**config.mk**
```make
export PLATFORM = sky130hd
export DESIGN_NAME = calc_sequencer_flat
export DESIGN_NICKNAME = d
export VERILOG_FILES = /design/src/rtl/calc_sequencer_pkg.sv /design/src/rtl/calc_sequencer_if.sv /design/src/rtl/calc_sequencer_edge_detect.sv /design/src/rtl/calc_sequencer.sv /design/src/flat_wrapper.sv
export SDC_FILE = /design/constraint.sdc
export NUM_CORES = 1
export LEC_CHECK = 0
export CAP_MARGIN = 0
export CORE_ASPECT_RATIO = 1.4
export CORE_MARGIN = 2
export CORE_UTILIZATION = 43
export CTS_CLUSTER_SIZE = 8
export DETAILED_ROUTE_END_ITERATION = 16
export HOLD_SLACK_MARGIN = 0.15
export PLACE_DENSITY = 0.78
export SLEW_MARGIN = 25
export SYNTH_ARGS = -nofsm -noshare
export SYNTH_HDL_FRONTEND = slang
export SYNTH_SLANG_ARGS = --single-unit
```
**constraint.sdc**
```tcl
create_clock -name clk -period 2 [get_ports clk]
set_clock_uncertainty 0.1 [all_clocks]
set_input_delay 0.6 -clock clk [delete_from_list [all_inputs] [get_ports clk]]
set_output_delay 0.6 -clock clk [all_outputs]
set_load 0.01 [all_outputs]
```
**src/rtl/calc_sequencer_pkg.sv**
```systemverilog
// ---------------------------------------------------------------------------
// calc_pkg
// Shared definitions for the calculator operand-entry sequencer:
//   - CALC_W     : default operand/result width
//   - state_t    : sequencer FSM states and their fixed encodings
//   - OP_*       : calculator opcodes as seen on calc_op
// ---------------------------------------------------------------------------
package calc_pkg;

  localparam int CALC_W = 4;

  // Encodings are visible on the state output, so they are pinned explicitly.
  typedef enum logic [2:0] {
    S_A    = 3'd0,
    S_B    = 3'd1,
    S_OP   = 3'd2,
    S_EXEC = 3'd3,
    S_SHOW = 3'd4
  } state_t;

  // Opcodes understood by the combinational calculator. For the two abs
  // opcodes the calculator ignores bit 0, so 3'b011 and 3'b111 behave the
  // same as the values listed here.
  localparam logic [2:0] OP_ADD_AB = 3'b000;
  localparam logic [2:0] OP_SUB_AB = 3'b001;
  localparam logic [2:0] OP_ABS_B  = 3'b010;
  localparam logic [2:0] OP_ADD_BA = 3'b100;
  localparam logic [2:0] OP_SUB_BA = 3'b101;
  localparam logic [2:0] OP_ABS_A  = 3'b110;

  // True for either abs opcode, whatever the value of the don't-care bit.
  function automatic logic op_is_abs(input logic [2:0] op);
    return op[1];
  endfunction

endpackage

```
**src/rtl/calc_sequencer_if.sv**
```systemverilog
// ---------------------------------------------------------------------------
// calc_sequencer_if
// Bus between the sequencer and the combinational calculator.
//   calc_a, calc_b : registered operands (sequencer -> calculator)
//   calc_op        : registered opcode   (sequencer -> calculator)
//   calc_r         : calculator result   (calculator -> sequencer)
//   calc_ovf       : calculator overflow (calculator -> sequencer)
// Modports:
//   master : the sequencer side
//   slave  : the calculator side
// ---------------------------------------------------------------------------
interface calc_sequencer_if #(
  parameter int W = calc_pkg::CALC_W
);

  logic [W-1:0] calc_a;
  logic [W-1:0] calc_b;
  logic [2:0]   calc_op;
  logic [W-1:0] calc_r;
  logic         calc_ovf;

  modport master (
    output calc_a,
    output calc_b,
    output calc_op,
    input  calc_r,
    input  calc_ovf
  );

  modport slave (
    input  calc_a,
    input  calc_b,
    input  calc_op,
    output calc_r,
    output calc_ovf
  );

endinterface

```
**src/rtl/calc_sequencer_edge_detect.sv**
```systemverilog
// ---------------------------------------------------------------------------
// edge_detect
// Rising-edge detector for the (already synchronised) ENTER level.
// Ports:
//   clk   in  : system clock, rising edge
//   rst   in  : asynchronous active-high reset
//   clr   in  : synchronous clear, same effect as reset
//   enter in  : ENTER level
//   pulse out : high for one cycle when enter rises
// ---------------------------------------------------------------------------
module edge_detect (
  input  logic clk,
  input  logic rst,
  input  logic clr,
  input  logic enter,
  output logic pulse
);

  logic enter_q;

  // The history bit starts at 1 so a button held through reset or clear
  // must first be seen low before it can produce a press.
  always_ff @(posedge clk or posedge rst) begin
    if (rst) begin
      enter_q <= 1'b1;
    end else if (clr) begin
      enter_q <= 1'b1;
    end else begin
      enter_q <= enter;
    end
  end

  assign pulse = enter & ~enter_q;

endmodule

```
**src/rtl/calc_sequencer.sv**
```systemverilog
// ---------------------------------------------------------------------------
// calc_sequencer
// Collects A, B and OP from the switches over successive ENTER presses,
// presents them from registers to an external combinational calculator,
// captures its result one cycle later and holds it for display.
// Ports:
//   clk          in  : system clock, rising edge
//   rst          in  : asynchronous active-high reset
//   enter        in  : ENTER level, synchronised to clk
//   clr          in  : synchronous clear (acts like reset on the next edge)
//   sw           in  : switch value (operand, or opcode in bits [2:0])
//   calc         --  : calculator bus (master side): calc_a/calc_b/calc_op
//                      out, calc_r/calc_ovf in
//   result       out : captured result
//   ovf          out : captured overflow
//   result_valid out : high while showing a result
//   done         out : one-cycle pulse on the cycle the result appears
//   state        out : current FSM state encoding
//   disp         out : sw while entering, captured result while showing
// Build option:
//   CALC_CHAIN_EN : when defined, a press while showing feeds the result
//                   back as operand A and continues at operand B entry.
// ---------------------------------------------------------------------------
module calc_sequencer
  import calc_pkg::*;
#(
  parameter int W = CALC_W
) (
  input  logic                 clk,
  input  logic                 rst,
  input  logic                 enter,
  input  logic                 clr,
  input  logic [W-1:0]         sw,
  calc_sequencer_if.master     calc,
  output logic [W-1:0]         result,
  output logic                 ovf,
  output logic                 result_valid,
  output logic                 done,
  output logic [2:0]           state,
  output logic [W-1:0]         disp
);

  state_t       state_q;
  state_t       state_d;
  logic         pulse;
  logic [W-1:0] a_reg;
  logic [W-1:0] b_reg;
  logic [2:0]   op_reg;
  logic [W-1:0] r_reg;
  logic         ovf_reg;
  logic         done_reg;

  logic         load_a;
  logic         load_b;
  logic         load_op;
  logic         capture;
  logic         chain;

  edge_detect u_edge_detect (
    .clk   (clk),
    .rst   (rst),
    .clr   (clr),
    .enter (enter),
    .pulse (pulse)
  );

  // Next-state and register-load decisions. S_EXEC always lasts exactly one
  // cycle and ignores presses, so the calculator sees stable operands for
  // the whole cycle before its output is captured.
  always_comb begin
    state_d = state_q;
    load_a  = 1'b0;
    load_b  = 1'b0;
    load_op = 1'b0;
    capture = 1'b0;
    chain   = 1'b0;
    case (state_q)
      S_A: begin
        if (pulse) begin
          load_a  = 1'b1;
          state_d = S_B;
        end
      end
      S_B: begin
        if (pulse) begin
          load_b  = 1'b1;
          state_d = S_OP;
        end
      end
      S_OP: begin
        if (pulse) begin
          load_op = 1'b1;
          state_d = S_EXEC;
        end
      end
      S_EXEC: begin
        capture = 1'b1;
        state_d = S_SHOW;
      end
      S_SHOW: begin
        if (pulse) begin
`ifdef CALC_CHAIN_EN
          chain   = 1'b1;
          state_d = S_B;
`else
          state_d = S_A;
`endif
        end
      end
      default: begin
        state_d = S_A;
      end
    endcase
  end

  // State register; clear wins over any press seen in the same cycle.
  always_ff @(posedge clk or posedge rst) begin
    if (rst) begin
      state_q <= S_A;
    end else if (clr) begin
      state_q <= S_A;
    end else begin
      state_q <= state_d;
    end
  end

  // Operand, opcode and result registers. Operands are kept after a result
  // is shown so the user can see what was entered; the result holds until
  // the next capture. When chaining, the previous result becomes A and the
  // stale overflow flag is dropped.
  always_ff @(posedge clk or posedge rst) begin
    if (rst) begin
      a_reg    <= '0;
      b_reg    <= '0;
      op_reg   <= '0;
      r_reg    <= '0;
      ovf_reg  <= 1'b0;
      done_reg <= 1'b0;
    end else if (clr) begin
      a_reg    <= '0;
      b_reg    <= '0;
      op_reg   <= '0;
      r_reg    <= '0;
      ovf_reg  <= 1'b0;
      done_reg <= 1'b0;
    end else begin
      if (load_a) begin
        a_reg <= sw;
      end
      if (chain) begin
        a_reg   <= r_reg;
        ovf_reg <= 1'b0;
      end
      if (load_b) begin
        b_reg <= sw;
      end
      if (load_op) begin
        op_reg <= sw[2:0];
      end
      if (capture) begin
        r_reg   <= calc.calc_r;
        ovf_reg <= calc.calc_ovf;
      end
      done_reg <= capture;
    end
  end

  assign calc.calc_a  = a_reg;
  assign calc.calc_b  = b_reg;
  assign calc.calc_op = op_reg;

  assign result       = r_reg;
  assign ovf          = ovf_reg;
  assign done         = done_reg;
  assign state        = state_q;
  assign result_valid = (state_q == S_SHOW);
  assign disp         = (state_q == S_SHOW) ? r_reg : sw;

endmodule

```
**src/flat_wrapper.sv**
```systemverilog
// flat-port wrapper written by rule: the top's interface ports become plain ports
module calc_sequencer_flat import calc_pkg::*;
#(
  parameter int W = CALC_W
)
  (clk, rst, enter, clr, sw, result, ovf, result_valid, done, state, disp, calc_calc_a, calc_calc_b, calc_calc_op, calc_calc_r, calc_calc_ovf);
  calc_sequencer_if #(.W(W)) calc_i ();
  input  logic clk;
  input  logic rst;
  input  logic enter;
  input  logic clr;
  input  logic [W-1:0] sw;
  output logic [W-1:0] result;
  output logic ovf;
  output logic result_valid;
  output logic done;
  output logic [2:0] state;
  output logic [W-1:0] disp;
  output wire logic [$bits(calc_i.calc_a)-1:0] calc_calc_a;
  output wire logic [$bits(calc_i.calc_b)-1:0] calc_calc_b;
  output wire logic [$bits(calc_i.calc_op)-1:0] calc_calc_op;
  input wire logic [$bits(calc_i.calc_r)-1:0] calc_calc_r;
  input wire logic [$bits(calc_i.calc_ovf)-1:0] calc_calc_ovf;
  assign calc_calc_a = calc_i.calc_a;
  assign calc_calc_b = calc_i.calc_b;
  assign calc_calc_op = calc_i.calc_op;
  assign calc_i.calc_r = calc_calc_r;
  assign calc_i.calc_ovf = calc_calc_ovf;
  calc_sequencer #(.W(W)) u_core (.clk(clk), .rst(rst), .enter(enter), .clr(clr), .sw(sw), .calc(calc_i), .result(result), .ovf(ovf), .result_valid(result_valid), .done(done), .state(state), .disp(disp));
endmodule
```
Word-level counts from Yosys, hierarchy flattened
Index checks and enable logic that the tools add are counted.
Widths: inputs -> output; s select.
- register bits: 21
- input port bits: 13
- output and inout port bits: 25
- logic and storage cells: 48
- equal/unequal tests: 8
- multiplexer cells: 24
- bitwise gates (word level): 2
- reduce and logical (&&, ||, !) cells: 6
- operators with widths (kind ; number):
    $mux 4 ; 7
    $mux 3 ; 7
    $pmux 3 s5 ; 1
    $ne 3x2->1 const B ; 4
    $mux 1 ; 9
    $reduce_bool 2->1 ; 4
    $eq 3x2->1 const B ; 2
    $reduce_and 4->1 ; 1
    $eq 3x1->1 const B ; 1
    $eq 3x3->1 const B ; 1
    $logic_not 3->1 ; 1
    $and 1x1->1 ; 1
    $not 1->1 ; 1

Logic depth before layout (Yosys ltp)
Gate-level depths: netlist of run 1.
- depth in word-level cells: 6
- mapped depth: 4

By module
Synthesis of run 1 repeated with hierarchy kept, for this count alone.
- cells, all modules: 92
- area, all modules: 1073.5 sq um
- modules (own cells, without submodules) (module ; times used ; cells an instance ; area each (sq um) ; seq. area each (sq um)):
    calc_sequencer ; 1 ; 88 ; 1031.0 ; 500.5
    edge_detect ; 1 ; 4 ; 42.5 ; 26.3

Worst setup path after synthesis of run 1
No wires, ideal clock.
- kind: flip-flop to output port
- start point: register u_core.state_q[0], in the netlist u_core.state[0]
- end point: output port disp[0]
- arrival: 1397 ps
- data required time: 1300 ps
- setup slack: -97 ps
- cell stages (with the launch flop): 4
- path buffers: 1
- cells stage by stage: dfrtp_1 > buf_2 > nor3b_2 > mux2_2
- cells in the longest elaborated chain, start to end: 2
- RTL lines (what ; RTL line ; source):
    start, declared ; calc_sequencer.sv:43 ; state_t state_q;
    start signal, assigned ; calc_sequencer.sv:123 ; state_q <= state_d;
    $eq 3x3->1 ; -- ;
    net result_valid ; flat_wrapper.sv:15 ; output logic result_valid;
    $mux 4 ; calc_sequencer.sv:177 ; assign disp = (state_q == S_SHOW) ? r_reg : sw;
    end, declared ; flat_wrapper.sv:18 ; output logic [W-1:0] disp;
The timed path passes the listed nets, and every way through them passes these cells.

Worst setup path after layout of run 1
- start point: register u_core.state_q[1], in the netlist u_core.state[1]
- end point: output port disp[0]
- cells in the longest elaborated chain, start to end: 2
- RTL lines (what ; RTL line):
    $eq 3x3->1 ; calc_sequencer.sv:177
    $mux 4 ; calc_sequencer.sv:177
Every way passes these cells.

==> key figures, run 1 <==
Setup path
  – R2R setup slack: 230 ps
  – Critical path class: flip-flop to output port
  – RR Endpoint: u_core.calc.calc_b[3]$_DFFE_PP0P_
  – Critical Path AT: 1650 ps
  – CP Launch Type: flip-flop
  – Worst Path Max Fanout: 4
  – Worst Path Required: about 1300 ps
  – R2R cell count: 4
  – Worst R2R Start: u_core.state[1]$_DFFE_PP0P_
  – Endpoint class of the critical path: output port

Floorplan
  – Core area: about 0.0022 sq mm
  – Cell Rows: 20
  – Die H: 61.6 um
  – Die width: between 40 and 50 um
  – I/O pins: 38
  – Initial Utilization: 46.2%
  – Die ar.: 0.00278 sq mm

Routing
  – Starting DRT DRC Count: 20
  – DRT antenna net count: 0
  – Uppermost layer routed: met4
  – Met3 WL post-DR: 106 um
  – Routed met1 length: 1020 um
  – WL met2: 1390 um
  – Wire per inst: 15.4 um
  – Via/cell ratio: 5.20
  – Vias: 863
  – Pre-antenna DRT Iters: 4
  – WL final: 2550 um
  – DRC Markers: 0

Status
  – Status: complete, but fails checks
  – Failing checks: setup timing

Power and ir drop
  – Maximum vdd drop: 0.431 mV
  – Leakage: 0.850 nW
  – Overall power: around 0.75 mW
  – Power Density: 466 mW/mm^2

STA
  – Min cycle time layout: 2350 ps
  – Endpoints failing setup: 5
  – Max-slew violation count: 0
  – Setup Total Neg Slack: -1470 ps
  – Min Hold Slack: 449 ps
  – Fin. Hold Viols: 0
  – Headroom to the max-slew limit: 77.0%
  – Final setup margin: -351 ps
  – Period utilisation layout: 118%
  – Max Freq: 425 MHz
  – Actual slew at the worst max-slew pin: 343 ps
  – RSZ-0062 raised after global routing: true

Hold path
  – Worst hold endpoint: u_core.calc.calc_a[2]$_DFFE_PP0P_
  – HP Start: u_core.calc.calc_a[2]$_DFFE_PP0P_
  – Hold Path Class: flip-flop to flip-flop
  – Hold Crit Depth: 2

Finish
  – Final instance area: 0.00162 sq mm
  – Fillcell total: 156
  – Share of layout cells above drive strength 1: 27.1%
  – Ant. Diodes: 0
  – Nets: approximately 160
  – Synthesis-to-layout area growth: 59.0%

Logic synthesis
  – Post-Syn Area: around 0.0010 sq mm
  – Synth cell types: 22
  – Synth Register Bits: 21
  – Area share of the largest cell type after synthesis: 49.2%
  – Synth area leaders: dfrtp_1 49%, mux2i_1 16%, nand2b_1 10%
  – Mapped Avg Cell Area: 11.7 sq um
  – Post-synth EDFFs: 0
  – Ys Warns: 0
  – Synthesized Nets: 100
  – Area leader, netlist: dfrtp_1
  – Post-Syn Instances: 87
  – Most numerous cell in the Yosys netlist: dfrtp_1
  – Async set or reset register ratio after synthesis: 100%
  – Seq/Total Area, Yosys: a little over 50%
  – Prevailing post-synth register cell: dfrtp_1
  – Synth top cells by count: 20 x dfrtp_1, 17 x nand2b_1, 16 x mux2i_1, 7 x nor2_1, 5 x mux2_2

Placed design
  – Port bufs: 37
  – Area after DPL: 0.00149 sq mm
  – Post-DP HPWL: between 1500 and 2000 um
  – RePlAce Congestion: 0.775
  – Place WS: -502 ps

Global routing
  – Initial antenna violation count: 0
  – Largest net degree at the start of global routing: 26
  – GRT Total Usage: 20.3%
  – First-pass GRT wire length: 4000 um
  – Number of global-route vias before repair: around 860
  – Total grt overflow: 0

Clock tree
  – Clock Path Buffers: 2
  – Sink Count: 21
  – Reg clk slew, reported paths: roughly 110 ps
  – Root cell of the clock tree: clkbuf_4
  – Hold buffers post-CTS: 0
  – Total CTS buffers: 3
  – Clk Latency, worst-skew pair: 300 ps
  – H-tree Lvls: 1
  – CTS tree: done

Job
  – Max Cap Violations: 0
worst max-delay path, stage by stage, from the launching register on:
cell	delay, ps
dfrtp_1	430
nor3b_4	340
buf_4	180
mux2_4	290
buf_6	120
metal layers:
| layer | GRT usage [%] | up-vias |
|---|---|---|
| met5 | 0 | - |
| met4 | 8.82 | 0 |
| met3 | 3.23 | 4 |
| met2 | 36.1 | 26 |
| met1 | 23.6 | 428 |
| li1 | - | 405 |
layout by cell type, fill, tap and decap left out, drive strengths merged, types with 2 or more instances in the layout:
| master | count |
|---|---|
| buf | 26 |
| clkbuf | 5 |
| clkdlybuf4s50 | 28 |
| dfrtp | 20 |
| mux2 | 5 |
| mux2i | 16 |
| nand2b | 18 |
| nand3b | 2 |
| nor2 | 7 |
| nor3 | 3 |
worst max path at each step:
stage	slack, ps	cells after the start	endpoint	startpoint
final	-350	4	disp[0]	u_core.state[1]$_DFFE_PP0P_
after global routing	-400	4	disp[2]	u_core.state[1]$_DFFE_PP0P_
after CTS	-290	4	disp[3]	u_core.state[0]$_DFFE_PP0P_
after detailed placement	-500	3	disp[3]	sw[3]
after global placement	-480	3	disp[3]	sw[3]
after floorplan	9	3	disp[0]	u_core.state[0]$_DFFE_PP0P_
repair_timing:
item	4_1_cts	5_1_grt
setup buffers	6	5
endpoints found under the setup margin	8	8
resized for setup	33	6
pin swaps	1	1
power by group:
group          switching, mW  leakage, nW  total, mW  internal [mW]
Combinational         0.0476        0.546      0.118         0.0705
Sequential           0.00396        0.289      0.435          0.431
Clock                  0.124       0.0150      0.201         0.0776
metrics by stage:
step | utilization, % | cells
floorplan | - | 87
global placement | 67.6 | 152
finish | 73.5 | 166
CTS | 71.6 | 162
global route | 73.5 | 166
detailed placement | 67.6 | 152
area by class of cell:
cell class	count	area (sq um)	share of cell area (%)
Clock buffer	4	26.3	1.62
Inverter	1	3.75	0.232
Multi-Input combinational cell	60	479	29.6
Sequential cell	21	527	32.6
Tap cell	22	27.5	1.70
Timing Repair Buffer	58	554	34.3
cell families (layout without fill, tap and decap cells):
family	Yosys count	after routing	share of synthesized area [%]
muxes	21	21	21.3
DFF	21	21	51.8
AOI/OAI and AO/OA	2	2	1.48
and+or+nand+nor	37	37	22.3
buffers and inverters	6	63	3.20
Power figures use the tool's default switching activity.
==> run 2: changes to the inputs <==
Clock period 2 ns to 2.67 ns, I/O delays scaled along.
==> key figures, run 2 (same netlist as run 1, synthesis figures left out) <==
Status
  – Status: complete, no violations

STA
  – Setup Total Neg Slack: 0 ps (+1470 ps)
  – Max-slew violation count: 0 (unchanged)
  – Min Hold Slack: 444 ps (-4.90 ps)
  – Min cycle time layout: 2620 ps
  – Period utilisation layout: 98.0%
  – Headroom to the max-slew limit: 78.2% (+1.1 points)
  – Fin. Hold Viols: 0 (unchanged)
  – RSZ-0062 raised after global routing: false
  – Max Freq: 382 MHz
  – Actual slew at the worst max-slew pin: 326 ps (-16.8 ps)
  – Endpoints failing setup: 0 (-5)

Setup path
  – WP depth: 3 (-1)
  – Worst R2R Start: u_core.state[2]$_DFFE_PP0P_
  – Slowest CP cell: clkdlybuf4s50_1
  – RR Endpoint: u_core.calc.calc_b[2]$_DFFE_PP0P_
  – Launch point of the worst path: sw[2]
  – CP Launch Type: input pin
  – R2R cell count: 3 (-1)
  – Critical path's top delay family: buffers and inverters
  – WP buf/inv: 2 (unchanged)
  – Critical Path AT: 1720 ps (+70 ps)
  – Endpoint class of the critical path: output port
  – R2R setup slack: 1080 ps (+850 ps)
  – Critical path class: input pin to output port
  – Worst Path Required: 1770 ps (+470 ps)
  – Slowest cell delay on critical path: 410 ps (-20 ps)
  – Ordered cell list for the critical path: clkdlybuf4s50_1 > mux2_2 > clkdlybuf4s15_1
  – Worst Path Max Fanout: 2 (-2)

Floorplan
  – Initial Utilization: 46.2% (unchanged)
  – I/O pins: 38 (unchanged)
  – Die H: 61.6 um (unchanged)
  – Die ar.: 0.00278 sq mm (unchanged)
  – Cell Rows: 20 (unchanged)
  – Core area: 0.00220 sq mm (unchanged)
  – Die width: 45.1 um (unchanged)

Routing
  – Pre-antenna DRT Iters: 4 (unchanged)
  – DRC Markers: 0 (unchanged)
  – DRT antenna net count: 0 (unchanged)
  – Via/cell ratio: 5.13 (-1.3%)
  – WL final: 2170 um (-15%)
  – Vias: 795 (-7.9%)
  – Wire per inst: 14.0 um (-9.0%)
  – Starting DRT DRC Count: 13 (-35%)

Finish
  – Commonest non-fill, non-tap cells in the layout: 32 x clkdlybuf4s50_1, 20 x dfrtp_1, 17 x nand2b_1
  – Ant. Diodes: 0 (unchanged)
  – Post-Layout Cell Count: 155 (-6.6%)
  – Nets: 147 (-7.0%)
  – Synthesis-to-layout area growth: 46.6%
  – Share of layout cells above drive strength 1: 17.3% (-9.8 points)
  – Commonest non-fill, non-tap cell in the layout: clkdlybuf4s50_1
  – Final instance area: 0.00149 sq mm (-7.8%)

Power and ir drop
  – Sequential Power Share: 58.2% (+0.5 points)
  – Maximum vdd drop: 0.277 mV (-36%)
  – Int Pwr: 0.426 mW (-26%)
  – Power Density: 375 mW/mm^2 (-20%)
  – Logic pwr share: 13.9% (-1.8 points)
  – Overall power: 0.559 mW (-26%)
  – Clock group share of total power: 27.9% (+1.2 points)
  – Net Sw Frac: 23.8% (+0.54 points)
  – Leakage: 0.747 nW (-12%)
  – P_sw: 0.133 mW (-24%)

Global routing
  – Total grt overflow: 0 (unchanged)
  – Largest net degree at the start of global routing: 26 (unchanged)
  – Initial antenna violation count: 0 (unchanged)
  – GRT Total Usage: 17.7% (-2.6 points)
  – Number of global-route vias before repair: 768 (-11%)
  – First-pass GRT wire length: 3430 um (-14%)

Clock tree
  – Root cell of the clock tree: clkbuf_4
  – H-tree Lvls: 1 (unchanged)
  – Total CTS buffers: 3 (unchanged)
  – CTS tree: done
  – Clk Latency, worst-skew pair: 310 ps (about the same)
  – Sink Count: 21 (unchanged)
  – Reg clk slew, reported paths: 110 ps (about the same)
  – Clock Path Buffers: 2 (unchanged)

Placed design
  – Area after DPL: 0.00145 sq mm (-2.3%)
  – Post-DP HPWL: 1620 um (-1.2%)
  – Port bufs: 37 (unchanged)
  – Inst Count DP: 150 (-1.3%)
  – RePlAce Congestion: 0.785 (+1.4%)

Hold path
  – HP Start: u_core.ovf$_DFFE_PP0P_
  – Hold Crit Depth: 2 (unchanged)
  – Worst hold endpoint: u_core.ovf$_DFFE_PP0P_
  – Hold Path Class: flip-flop to flip-flop

Job
  – Max Cap Violations: 0 (unchanged)
-- run 2: cell types whose count changed in the layout (fill, tap and decap cells not counted) --
cell / change
clkdlybuf4s15_2: +1
clkdlybuf4s15_1: +2
dlygate4sd2_1: -1
mux2_4: -4
clkbuf_2: -1
clkdlybuf4s50_1: +4
buf_4: -7
nor3b_4: -1
buf_6: -8
mux2_2: +4
nor3b_2: +1
buf_12: -1
-- run 2: what timing repair did --
action / 4_1_cts / 5_1_grt
hold buffers: 0 / 0
resized for setup: 7 / 3
pin swaps: 0 / 1
hold endpoints to repair: 0 / 0
endpoints found under the setup margin: 4 / 3
buffers inserted: 0 / 1
-- run 2: metrics by stage --
stage	worst slack, ps	utilization, %
CTS	0.491	67.2
global placement	-185	66.0
detailed placement	-249	66.0
floorplan	372	-
finish	54.0	67.7
global route	23.0	67.7
-- run 2: worst reg2reg max path, delay by kind of cell (launching register included) --
kind          cells  cell delay [ps]
mux               1              170
simple gates      1              660
flops             1              390
buf+inv           1              160
-- run 2: area by class of cell --
cell class,instances,area (sq um)
sequential,21,527
multi-input combinational,60,458
fill,180,711
tap,22,27.5
timing repair buffer,47,449
clock buffer,4,26.3
inverter,1,3.75
-- run 2: layer usage --
layer / share of wire [%] / global-route usage (%) / up-vias
li1: - / - / 382
met4: 2.7 / 11.3 / 0
met5: 0 / 0 / -
met2: 55 / 30.0 / 22
met3: 3.6 / 2.64 / 5
met1: 39 / 20.4 / 386
-- run 2: worst max-delay path by stage --
| stage | slack, ps | to |
|---|---|---|
| after floorplan | 370 | disp[0] |
| after global placement | -180 | disp[3] |
| after detailed placement | -250 | disp[1] |
| after CTS | 0.5 | disp[3] |
| after global routing | 20 | disp[2] |
| final | 50 | disp[2] |
-- run 2: power by group through the flow --
stage	Clock [mW]	Combinational, mW	Sequential [mW]
2_1_floorplan	0	0.0330	0.333
3_3_place_gp	0	0.0784	0.331
3_5_place_dp	0	0.0801	0.332
4_1_cts	0.161	0.0783	0.325
5_1_grt	0.171	0.0845	0.326
6_report	0.156	0.0776	0.325
==> run 3: changes to the inputs <==
Settings changed: ABC_CLOCK_PERIOD_IN_PS set to 2670.
==> results of run 3 <==
No change in the layout: final DEF, timing and power equal those of run 2.
